`src/rtl/activation_sequencer_pkg.sv`:
```
// Shared definitions for the activation sequencer: data geometry, FSM states,
// packed-vector indexing and the activation lookup table.
package nn_act_pkg;

   localparam int unsigned W_DATA        = 8;
   localparam int unsigned LUT_ADDR_BITS = 4;
   localparam int unsigned FRAC_BITS     = 4;

   typedef enum logic [1:0] {
      IDLE,
      ISSUE,
      DRAIN
   } seq_state_e;

   function automatic int unsigned elem_lsb(input int unsigned i, input int unsigned w);
      return i * w;
   endfunction

   // Entries are indexed by the raw top bits of z: 0..7 cover z>=0, 8..15 cover z<0.
   function automatic logic signed [W_DATA-1:0] act_lut(input logic [LUT_ADDR_BITS-1:0] addr);
      logic signed [W_DATA-1:0] v;
      case (addr)
         4'd0:    v =  8'sd0;
         4'd1:    v =  8'sd15;
         4'd2:    v =  8'sd29;
         4'd3:    v =  8'sd41;
         4'd4:    v =  8'sd51;
         4'd5:    v =  8'sd58;
         4'd6:    v =  8'sd63;
         4'd7:    v =  8'sd66;
         4'd8:    v = -8'sd68;
         4'd9:    v = -8'sd66;
         4'd10:   v = -8'sd63;
         4'd11:   v = -8'sd58;
         4'd12:   v = -8'sd51;
         4'd13:   v = -8'sd41;
         4'd14:   v = -8'sd29;
         default: v = -8'sd15;
      endcase
      return v;
   endfunction

endpackage

```
`src/rtl/activation_sequencer_if.sv`:
```
// Request/result bundle between a layer and its activation sequencer.
interface activation_sequencer_if #(
   parameter int unsigned N = 4,
   parameter int unsigned W = nn_act_pkg::W_DATA
);
   logic           start;
   logic [N*W-1:0] z_vec;
   logic           busy;
   logic           done;
   logic [N*W-1:0] a_vec;

   modport master (output start, output z_vec, input busy, input done, input a_vec);
   modport slave  (input start, input z_vec, output busy, output done, output a_vec);
endinterface

```
`src/rtl/activation_sequencer_activation_unit.sv`:
```
// Shared activation: 16-entry LUT on the top four bits of z, linear interpolation
// towards the next entry using the low four bits as an unsigned fraction.
module activation_unit
   import nn_act_pkg::*;
(
   input  logic signed [W_DATA-1:0] z_value,
   output logic signed [W_DATA-1:0] a
);

   localparam int unsigned PW = W_DATA + FRAC_BITS + 3;

   logic [LUT_ADDR_BITS-1:0] w_addr;
   logic [LUT_ADDR_BITS-1:0] w_addr_nxt;
   logic signed [W_DATA-1:0] w_base;
   logic signed [W_DATA-1:0] w_next;
   logic signed [W_DATA:0]   w_diff;
   logic signed [PW-1:0]     w_prod;
   logic [W_DATA-1:0]        w_step;

   assign w_addr     = z_value[W_DATA-1 -: LUT_ADDR_BITS];
   // Wraps modulo 16, so entry 7 interpolates towards entry 8 and 15 towards 0.
   assign w_addr_nxt = w_addr + LUT_ADDR_BITS'(1);
   assign w_base     = act_lut(w_addr);
   assign w_next     = act_lut(w_addr_nxt);
   assign w_diff     = {w_next[W_DATA-1], w_next} - {w_base[W_DATA-1], w_base};
   assign w_prod     = PW'(w_diff) * $signed(PW'({1'b0, z_value[FRAC_BITS-1:0]}));
   assign w_step     = W_DATA'(w_prod >>> FRAC_BITS);
   assign a          = w_base + w_step;

endmodule

```
`src/rtl/activation_sequencer.sv`:
```
// Streams N pre-activations through one shared activation unit and publishes
// the complete activation vector atomically with a one-cycle done pulse.
module activation_sequencer
   import nn_act_pkg::*;
#(
   parameter int unsigned N    = 4,
   parameter int unsigned W    = W_DATA,
   parameter int unsigned IDXW = (N > 1) ? $clog2(N) : 1
) (
   input logic                   clk,
   input logic                   rst,
   activation_sequencer_if.slave bus
);

   seq_state_e r_state;
   seq_state_e w_state_nxt;

   logic [W-1:0]    r_z_buf [N];
   logic [W-1:0]    r_w_buf [N];
   logic [IDXW-1:0] r_idx;
   logic [IDXW-1:0] r_st_idx;
   logic            r_st_vld;
   logic [W-1:0]    r_z_stage;
   logic [N*W-1:0]  r_a_vec;
   logic            r_busy;
   logic            r_done;

   logic [W-1:0]    w_act;
   logic            w_accept;
   logic            w_issue;
   logic            w_drain;

   activation_unit u_act (
      .z_value (r_z_stage),
      .a       (w_act)
   );

   always_ff @(posedge clk) begin
      if (!rst) r_state <= IDLE;
      else      r_state <= w_state_nxt;
   end

   always_comb begin
      w_state_nxt = r_state;
      w_accept    = 1'b0;
      w_issue     = 1'b0;
      w_drain     = 1'b0;
      unique case (r_state)
         IDLE: begin
            if (bus.start) begin
               w_accept    = 1'b1;
               w_state_nxt = ISSUE;
            end
         end
         ISSUE: begin
            w_issue = 1'b1;
            if (r_idx == IDXW'(N - 1)) w_state_nxt = DRAIN;
         end
         DRAIN: begin
            w_drain     = 1'b1;
            w_state_nxt = IDLE;
         end
         default: w_state_nxt = IDLE;
      endcase
   end

   always_ff @(posedge clk) begin
      if (!rst) begin
         for (int unsigned i = 0; i < N; i++) begin
            r_z_buf[i] <= '0;
            r_w_buf[i] <= '0;
         end
         r_idx     <= '0;
         r_st_idx  <= '0;
         r_st_vld  <= 1'b0;
         r_z_stage <= '0;
         r_a_vec   <= '0;
         r_busy    <= 1'b0;
         r_done    <= 1'b0;
      end else begin
         if (w_accept) begin
            for (int unsigned i = 0; i < N; i++)
               r_z_buf[i] <= bus.z_vec[elem_lsb(i, W) +: W];
            r_idx  <= '0;
            r_busy <= 1'b1;
         end
         if (w_issue) begin
            r_z_stage <= r_z_buf[r_idx];
            r_st_idx  <= r_idx;
            r_st_vld  <= 1'b1;
            r_idx     <= r_idx + IDXW'(1);
         end
         if (r_st_vld) r_w_buf[r_st_idx] <= w_act;
         r_done <= w_drain;
         // The last element is still in flight on the drain edge, so it is merged directly.
         if (w_drain) begin
            for (int unsigned i = 0; i < N; i++)
               r_a_vec[elem_lsb(i, W) +: W] <= (i == N - 1) ? w_act : r_w_buf[i];
            r_busy   <= 1'b0;
            r_st_vld <= 1'b0;
         end
      end
   end

   assign bus.busy  = r_busy;
   assign bus.done  = r_done;
   assign bus.a_vec = r_a_vec;

endmodule

```
`src/flat_wrapper.sv`:
```
// flat-port wrapper written by rule: the top's interface ports become plain ports
module activation_sequencer_flat import nn_act_pkg::*;
#(
   parameter int unsigned N    = 4,
   parameter int unsigned W    = W_DATA,
   parameter int unsigned IDXW = (N > 1) ? $clog2(N) : 1
)
  (clk, rst, bus_start, bus_z_vec, bus_busy, bus_done, bus_a_vec);
  activation_sequencer_if #(.N(N), .W(W)) bus_i ();
  input logic clk;
  input logic rst;
  input wire logic [$bits(bus_i.start)-1:0] bus_start;
  input wire logic [$bits(bus_i.z_vec)-1:0] bus_z_vec;
  output wire logic [$bits(bus_i.busy)-1:0] bus_busy;
  output wire logic [$bits(bus_i.done)-1:0] bus_done;
  output wire logic [$bits(bus_i.a_vec)-1:0] bus_a_vec;
  assign bus_i.start = bus_start;
  assign bus_i.z_vec = bus_z_vec;
  assign bus_busy = bus_i.busy;
  assign bus_done = bus_i.done;
  assign bus_a_vec = bus_i.a_vec;
  activation_sequencer #(.N(N), .W(W), .IDXW(IDXW)) u_core (.clk(clk), .rst(rst), .bus(bus_i));
endmodule
```
`config.mk`:
```
export PLATFORM = sky130hd
export DESIGN_NAME = activation_sequencer_flat
export DESIGN_NICKNAME = d
export VERILOG_FILES = /design/src/rtl/activation_sequencer_pkg.sv /design/src/rtl/activation_sequencer_if.sv /design/src/rtl/activation_sequencer_activation_unit.sv /design/src/rtl/activation_sequencer.sv /design/src/flat_wrapper.sv
export SDC_FILE = /design/constraint.sdc
export NUM_CORES = 1
export LEC_CHECK = 0
export BUFFER_PORTS_ARGS = -buffer_cell sky130_fd_sc_hd__buf_2
export CAP_MARGIN = 25
export CORE_MARGIN = 1
export CORE_UTILIZATION = 60
export DETAILED_ROUTE_END_ITERATION = 10
export GPL_TIMING_DRIVEN = 1
export PLACE_DENSITY = 0.8
export SETUP_SLACK_MARGIN = 0.2
export SYNTH_ARGS = -nofsm -noshare
export SYNTH_HDL_FRONTEND = slang
export SYNTH_SLANG_ARGS = --single-unit
```
`constraint.sdc`:
```
create_clock -name clk -period 12.5 [get_ports clk]
set_input_delay 0.625 -clock clk [delete_from_list [all_inputs] [get_ports clk]]
set_output_delay 0.625 -clock clk [all_outputs]
set_load 0.005 [all_outputs]
```
Word-level counts from Yosys, hierarchy flattened
Memories as Yosys holds them, arrays and structs flattened. A register that Yosys moved wholly into a read port is not among the register bits.
Index checks and enable logic that the tools add are counted.
Widths: inputs -> output; s select.
- shift operators: 0
- multiplexer cells: 23
- bitwise logic cells: 5
- $add $sub $neg: 4
- div/mod/pow operators: 0
- equal/unequal tests: 5
- order comparisons: 0
- $mul: 1
- reduce and logical (&&, ||, !) cells: 9
- operators with widths (kind ; count):
    $mux 8 ; 5
    $mul 9x5->12 ; 1
    $mux 1 ; 12
    $mux 2 ; 5
    $sub 8x8->9 ; 1
    $add 8x8->8 ; 1
    $reduce_or 8->1 ; 1
    $add 4x1->4 const B ; 1
    $eq 2x2->1 const B ; 2
    $logic_not 1->1 ; 4
    $or 1x1->1 ; 4
    $pmux 2 s2 ; 1
    $add 2x1->2 const B ; 1
    $eq 2x1->1 const B ; 1
    $logic_not 2->1 ; 1
    $ne 2x1->1 const B ; 1
    $ne 2x2->1 const B ; 1
    $reduce_and 2->1 ; 1
    $reduce_bool 2->1 ; 1
    $reduce_or 2->1 ; 1
    $not 1->1 ; 1
- output and inout bits: 34
- memories kept: 4
- bits in latches: 0
- RAM bits: 64
- logic and storage cells: 58
- memory bits (read-only): 256
- bits in registers: 41
- memories (name ; depth ; width ; read ports ; clocked after Yosys merged registers in ; write ports ; line ; source):
    (name not given) ; 16 ; 8 ; 1 ; 0 ; 0 ; activation_sequencer_pkg.sv:22 ; case (addr)
    (name not given) ; 16 ; 8 ; 1 ; 0 ; 0 ; activation_sequencer_pkg.sv:22 ;
    u_core.r_w_buf ; 4 ; 8 ; 3 ; 3 ; 4 ; activation_sequencer.sv:19 ; logic [W-1:0] r_w_buf [N];
    u_core.r_z_buf ; 4 ; 8 ; 1 ; 1 ; 4 ; activation_sequencer.sv:18 ; logic [W-1:0] r_z_buf [N];

Longest topological paths before layout
Gate-level depths: netlist (run 1).
- depth after elaboration: 6
- depth in mapped cells: 34

Hierarchy
A second synthesis (run 1) with hierarchy kept.
- cells, all modules: 580
- area total of the unflattened synthesis: 6187.2 um^2
- modules (own cells, without submodules) (module ; area each (um^2) ; seq. area each (um^2) ; cells an instance ; times used):
    activation_sequencer ; 3900.0 ; 2662.6 ; 278 ; 1
    activation_unit ; 2287.2 ; 0.0 ; 302 ; 1

Worst setup path before layout (run 1)
Ideal clock, no wire load.
- path kind: reg2reg
- start point: register u_core.r_z_stage[5] (read register of u_core.r_z_buf)
- end point: memory u_core.r_w_buf[0][7] (netlist name) (data pin)
- setup time: 0.265 ns
- cell stages (with the launch flop): 33
- clock period less this slack: 6.627 ns
- data arrival time: 6.362 ns
- buffers on the path: 1
- setup slack: 5.873 ns
- cell sequence: dfxtp_1 > ha_1 > ha_1 > buf_1 > o21ai_0 > nand2_1 > ha_1 > nor2b_1 > o21ai_0 > a21boi_0 > o21ai_0 > nor2b_1 > xnor2_1 > and2_1 > ha_1 > fa_1 > inv_1 > fa_1 > inv_1 > ha_1 > a2111oi_2 > a21oi_1 > a21oi_1 > o21bai_1 > xor2_1 > ha_1 > o21ai_0 > nand2b_1 > o31ai_1 > xnor2_1 > xnor2_1 > xnor2_1 > nor2_1
- RTL lines (element ; line ; source):
    start: declaration ; activation_sequencer.sv:23 ; logic [W-1:0] r_z_stage;
    end: declaration ; activation_sequencer.sv:19 ;

==> results of run 1 <==
==> layout make-up <==
class | count | area share [%]
clock buffers | 9 | 1.861
clock inverters | 7 | 1.372
inverters | 54 | 3.045
multi-input cells | 391 | 45.78
flip-flops and latches | 105 | 39.99
well taps | 133 | 2.500
repair buffers | 71 | 5.450
==> sequential cells by signal, indices dropped and copies added, names as in the netlist <==
signal / flops
u_core.r_st_vld: 1
u_core.bus.busy: 1
u_core.r_state: 2
u_core.r_w_buf: 24
u_core.r_st_idx: 2
u_core.r_z_buf: 32
u_core.r_idx: 2
u_core.r_z_stage: 8
u_core.bus.a_vec: 32
u_core.bus.done: 1
==> worst register-to-register path: cells and delay by family, from the launching register on <==
kind	cells	cell delay (ps)
AO/OA/AOI/OAI	10	1840
AND/OR/NAND/NOR	7	1020
flip-flops	1	700
buffers and inverters	2	90
adder cells (fa/ha/maj)	7	2390
XOR/XNOR	6	1540
==> cell families (layout without fill, tap and decap cells) <==
logic type | count (synthesis) | after routing | synth area share, %
AO/OA/AOI/OAI | 113 | 113 | 13.21
XOR/XNOR | 28 | 28 | 4.077
multiplexers | 12 | 12 | 3.703
AND/OR/NAND/NOR | 176 | 176 | 14.54
adder cells (fa/ha/maj) | 62 | 62 | 15.02
buffers and inverters | 78 | 141 | 5.180
flip-flops | 105 | 105 | 44.27
==> power by group through the flow <==
stage          Clock (uW)  Combinational [uW]  Sequential, uW
2_1_floorplan           0                 130             391
5_1_grt               235                 191             392
6_report              217                 171             390
3_3_place_gp            0                 163             397
4_1_cts               223                 170             390
3_5_place_dp            0                 169             398
==> Yosys cell counts (4+ instances only) <==
master	number	area share, %
nor2_1	41	2.6
a21oi_1	15	1.2
xor2_1	12	1.7
mux4_2	8	3.0
xnor2_1	16	2.3
clkbuf_1	18	1.1
and2_1	54	5.6
nand2b_1	4	0.42
ha_1	45	9.4
a22o_1	24	3.5
edfxtp_1	56	28
o21ai_0	26	2.2
nor2b_1	5	0.52
o21bai_1	4	0.50
nand2_1	55	3.4
inv_1	53	3.3
nor3_1	4	0.33
a21boi_0	12	1.5
dfxtp_1	49	16
o21a_1	7	0.87
fa_1	17	5.7
a21o_1	4	0.50
==> per-layer routing <==
metal	up-vias	global-route usage, %	part of all wire, %
met5	-	0	0
met4	0	8.462	2.0
met3	22	4.446	3.5
met2	102	41.46	51
met1	1959	28.95	43
li1	2078	-	-
==> metrics by stage <==
| step | power [uW] | area (sq um) | worst slack, ps | util [%] |
|---|---|---|---|---|
| 2_1_floorplan | 521.6 | 6015 | 5873 | - |
| 3_3_place_gp | 559.6 | 6442 | 4915 | 66.22 |
| 3_5_place_dp | 566.8 | 6442 | 4808 | 66.22 |
| 4_1_cts | 783.2 | 6658 | 4779 | 68.43 |
| 5_1_grt | 818.7 | 6658 | 4154 | 68.43 |
| 6_report | 778.5 | 6658 | 4682 | 68.43 |
==> final timing paths <==
path,from,to,slack [ps],depth (start not counted)
worst min register to register,u_core.bus.busy$_SDFFE_PP0P_,u_core.bus.busy$_SDFFE_PP0P_,460,2
worst max register to register,u_core.r_z_stage[6]$_SDFFE_PN0P_,u_core.r_w_buf[0][7]$_SDFFCE_PN0P_,4680,32
worst max-delay path,u_core.r_z_stage[6]$_SDFFE_PN0P_,u_core.r_w_buf[0][7]$_SDFFCE_PN0P_,4680,32
worst min-delay path,u_core.bus.busy$_SDFFE_PP0P_,u_core.bus.busy$_SDFFE_PP0P_,460,2
==> flow_summary.json, run 1 <==
{
  "synth_top_flop_cell": "edfxtp_1",
  "timing.final.crit_share_pct": 62.55,
  "synth.net_count": 671,
  "period_needed_ps": 7818,
  "multi_input_area_sq_um": 3048,
  "start_util_pct": 61.82,
  "grt_antenna_before_repair": 0,
  "seq_area_sq_um": 2663,
  "fin_skew_ps": 12.07,
  "critPathLaunchType": "flop",
  "port_buffers": 68,
  "final_cell_mix": "buf_2 (68), edfxtp_1 (56), nand2_1 (55)",
  "grt_start_max_net_pins": 33,
  "routed_wirelength_microns": 11480,
  "grt_pass1_wl_microns": 18820,
  "ys_ff_latch": 105,
  "clockRootBuffer": "clkbuf_8",
  "power_density_nw_per_um2": 116.9,
  "final_common_cell": "buf_2",
  "first_pass_iters": 4,
  "outcome": "completed",
  "ys_warn_count": 0,
  "htree_levels": 3,
  "swShare_pct": 32.12,
  "path_buf_inv": 2,
  "combPwrFrac_pct": 22.0,
  "maxCapViolCount": 0,
  "synthToLayoutAreaGrowth_pct": 10.69,
  "p_leak_uw": 0.002975,
  "cts_buffers": 9,
  "ant_nets": 0,
  "cts_hold_buf": 0,
  "syn_area_sq_um": 6015,
  "cts_tree": "built",
  "fp.dieH_microns": 102.1,
  "syn_avg_cell_area_sq_um": 10.48,
  "cpPeakStageDelay_ps": 700,
  "fin_tns_setup_ps": 0,
  "cpMostUsedCell": "ha_1",
  "diodes": 0,
  "synthArstFlopShare_pct": 0,
  "ys_seq_area_share_pct": 44.27,
  "synth_cells": 574,
  "final-setup-viol-count": 0,
  "grt_pass1_vias": 4023,
  "dp_hpwl_microns": 8716,
  "fmax_mhz": 127.9,
  "grt.overflow.total": 0,
  "final_hold_viol_count": 0,
  "vias": 4161,
  "ir_worst_vdd_uv": 93.01,
  "synth_edf_count": 56,
  "power_frac_clock_pct": 27.9,
  "postCtsSetupBuffers": 0,
  "drc": 0,
  "die_w_microns": 102.1,
  "n_fill_cell": 735,
  "layout.cells.non_filler": 770,
  "maxSlewViolCount": 0,
  "rsz0062_at_grt": "no",
  "internal_power_uw": 528.5,
  "rows": 36,
  "hold_slack_ps": 461.6,
  "cts_num_sinks": 105,
  "numPlacedInstances": 754,
  "clockBufferDepth": 2,
  "worstMarginPinSlew_ps": 824.2,
  "timing.slew.headroom_pct": 44.98,
  "drt_iter0_markers": 172,
  "power_frac_seq_pct": 50.1,
  "setup.worst_path.class": "flop to flop",
  "path_clk_slew_ps": 110,
  "clkLatencyLatePin_ps": 380,
  "hp-class": "flop to flop",
  "cp_top_family": "adder cells",
  "dieArea_sq_um": 10430,
  "ctsResizeCount": 0,
  "end_kind": "flop",
  "ioPinCount": 69,
  "crit_required_ps": 12630,
  "nets": 729,
  "ys_types": 50,
  "viasPerCell": 5.404,
  "crit_slowest_cell": "dfxtp_1",
  "switchingPower_uw": 250.0,
  "critical_path.max_fanout": 16,
  "layout-drive-gt1-share_pct": 17.11,
  "core_sq_um": 9729,
  "track_usage_pct": 23.58,
  "post_drt_wl_per_cell_microns": 14.91,
  "place_congestion": 0.8819,
  "worstPathArrival_ps": 7950
}
Power figures use the tool's default switching activity.
==> run 2, diff against run 1 <==
CORE_UTILIZATION = 53   (was 60)
PLACE_DENSITY = 0.74   (was 0.8)
clock period = 6.8 ns   (was 12.5 ns; I/O delays follow)
==> run 2 against run 1 <==
Combinational power increased by 140%; non-clock buffer count rose by 33; register-to-register slack lost 4400 ps; design area is 11% higher; die area grew 13%; sequential share of layout area decreased by 3.9 points; worst setup slack got worse by 4400 ps; largest power group unchanged; sequential power up 83%; critical path depth fell by 2; largest cell class unchanged; utilization fell by 0.71 points; highest routed layer unchanged; clock skew is 4.8 ps lower; global-route usage fell by 2.3 points.
==> flow_summary.json, run 2 (synthesis results as in run 1) <==
{
  "final_hold_viol_count": 0,
  "vias": 4409,
  "worstMarginPinSlew_ps": 884.9,
  "cts_num_sinks": 105,
  "cts_buffers": 9,
  "synthToLayoutAreaGrowth_pct": 23.13,
  "crit_required_ps": 6890,
  "die_w_microns": 108.5,
  "nets": 762,
  "power_uw": 1643,
  "final-setup-viol-count": 0,
  "hp-class": "input pin to flop",
  "path_clk_slew_ps": 80,
  "cpPeakStageDelay_ps": 510,
  "dieArea_sq_um": 11780,
  "post_drt_wl_per_cell_microns": 15.57,
  "grt.overflow.total": 0,
  "ant_nets": 0,
  "viasPerCell": 5.443,
  "setup.worst_path.class": "flop to flop",
  "ir_worst_vdd_uv": 173.3,
  "grt_pass1_vias": 4289,
  "dp_hpwl_microns": 8757,
  "clkLatencyLatePin_ps": 350,
  "timing.final.crit_share_pct": 95.91,
  "maxCapViolCount": 0,
  "fin_skew_ps": 7.227,
  "drt_iter0_markers": 218,
  "track_usage_pct": 21.27,
  "fmax_mhz": 153.3,
  "p_leak_uw": 0.003214,
  "routed_wirelength_microns": 12610,
  "cp_top_family": "adder cells",
  "crit_slowest_cell": "fa_1",
  "outcome": "completed",
  "grt_antenna_before_repair": 0,
  "clockRootBuffer": "clkbuf_16",
  "r2r_slack_ps": 280,
  "htree_levels": 3,
  "timing.slew.headroom_pct": 40.79,
  "diodes": 0,
  "first_pass_iters": 4,
  "fp.dieH_microns": 108.5,
  "final_cell_mix": "buf_2 (68), edfxtp_1 (56), nand2_1 (55)",
  "period_needed_ps": 6522,
  "rows": 38,
  "final_common_cell": "buf_2",
  "cpMostUsedCell": "ha_4",
  "maxSlewViolCount": 0,
  "start_util_pct": 55.00,
  "critical_path.max_fanout": 8,
  "path_buf_inv": 3,
  "cts_tree": "built",
  "place_congestion": 0.8736,
  "critPathLaunchType": "flop",
  "drc": 0,
  "layout-drive-gt1-share_pct": 28.81,
  "power_density_nw_per_um2": 221.9,
  "clockBufferDepth": 2,
  "grt_start_max_net_pins": 33,
  "rsz0062_at_grt": "yes",
  "ioPinCount": 69,
  "grt_pass1_wl_microns": 19510,
  "fin_tns_setup_ps": 0,
  "worstPathArrival_ps": 6610,
  "port_buffers": 68,
  "end_kind": "flop",
  "core_sq_um": 10940
}
## run 2: cell count changes in the layout (fill, tap and decap cells not counted), moves of 3 or more
cell       delta
xnor2_1       -3
inv_2         +6
dfxtp_1       -3
clkbuf_8      -9
o21ai_2       +6
a21oi_1       -4
o21ai_0       -9
inv_1         -7
ha_4         +13
clkbuf_16     +9
buf_4        +30
ha_1         -14
## run 2: path summary, 6_finish.rpt
check,to,cells past startpoint,from
hold reg to reg,u_core.bus.a_vec[28]$_SDFFE_PN0P_,2,u_core.bus.a_vec[28]$_SDFFE_PN0P_
setup reg to reg,u_core.r_w_buf[2][7]$_SDFFCE_PN0P_,30,u_core.r_z_stage[5]$_SDFFE_PN0P_
hold / removal,u_core.r_z_buf[2][2]$_SDFFCE_PN0P_,2,bus_z_vec[18]
setup / recovery,u_core.r_w_buf[2][7]$_SDFFCE_PN0P_,30,u_core.r_z_stage[5]$_SDFFE_PN0P_
## run 2: what timing repair did
| action | CTS | global route |
|---|---|---|
| pin swaps | 13 | 40 |
| endpoints found under the setup margin | 12 | 8 |
| setup buffers | 4 | 14 |
| gates resized for setup | 32 | 52 |
| hold buffers | 0 | 0 |
## run 2: cell type report
cell class | count | area (sq um)
clock buffer | 9 | 225.2
clock inverter | 7 | 81.33
fill | 797 | 3530
inverter | 54 | 205.2
multi-input combinational | 391 | 3422
sequential | 105 | 2671
tap | 140 | 175.2
timing repair buffer | 104 | 625.6
## run 2: metrics by stage
| stage | util, % | cells | hold slack (ps) | instance area [sq um] | setup WS, ps |
|---|---|---|---|---|---|
| floorplan | - | 574 | 435.8 | 6017 | 207.4 |
| global placement | 60.05 | 776 | 437.8 | 6566 | -178.3 |
| detailed placement | 60.05 | 776 | 437.3 | 6566 | -362.9 |
| CTS | 64.45 | 796 | 253.8 | 7048 | 210.2 |
| global route | 67.72 | 810 | 260.3 | 7406 | 57.01 |
| finish | 67.72 | 810 | 258.4 | 7406 | 278.3 |
## run 2: layer usage
| metal | track usage [%] | share of wire, % | vias up |
|---|---|---|---|
| met3 | 3.496 | 3.5 | 28 |
| met2 | 39.10 | 53 | 114 |
| met4 | 7.046 | 2.1 | 0 |
| met1 | 24.99 | 42 | 2124 |
| li1 | - | - | 2143 |
| met5 | 0 | 0 | - |
## run 2: report_power, final
part	internal (uW)	switching [uW]
Sequential	696	18.3
Combinational	181	228
Clock	263	257
Total	1140	503
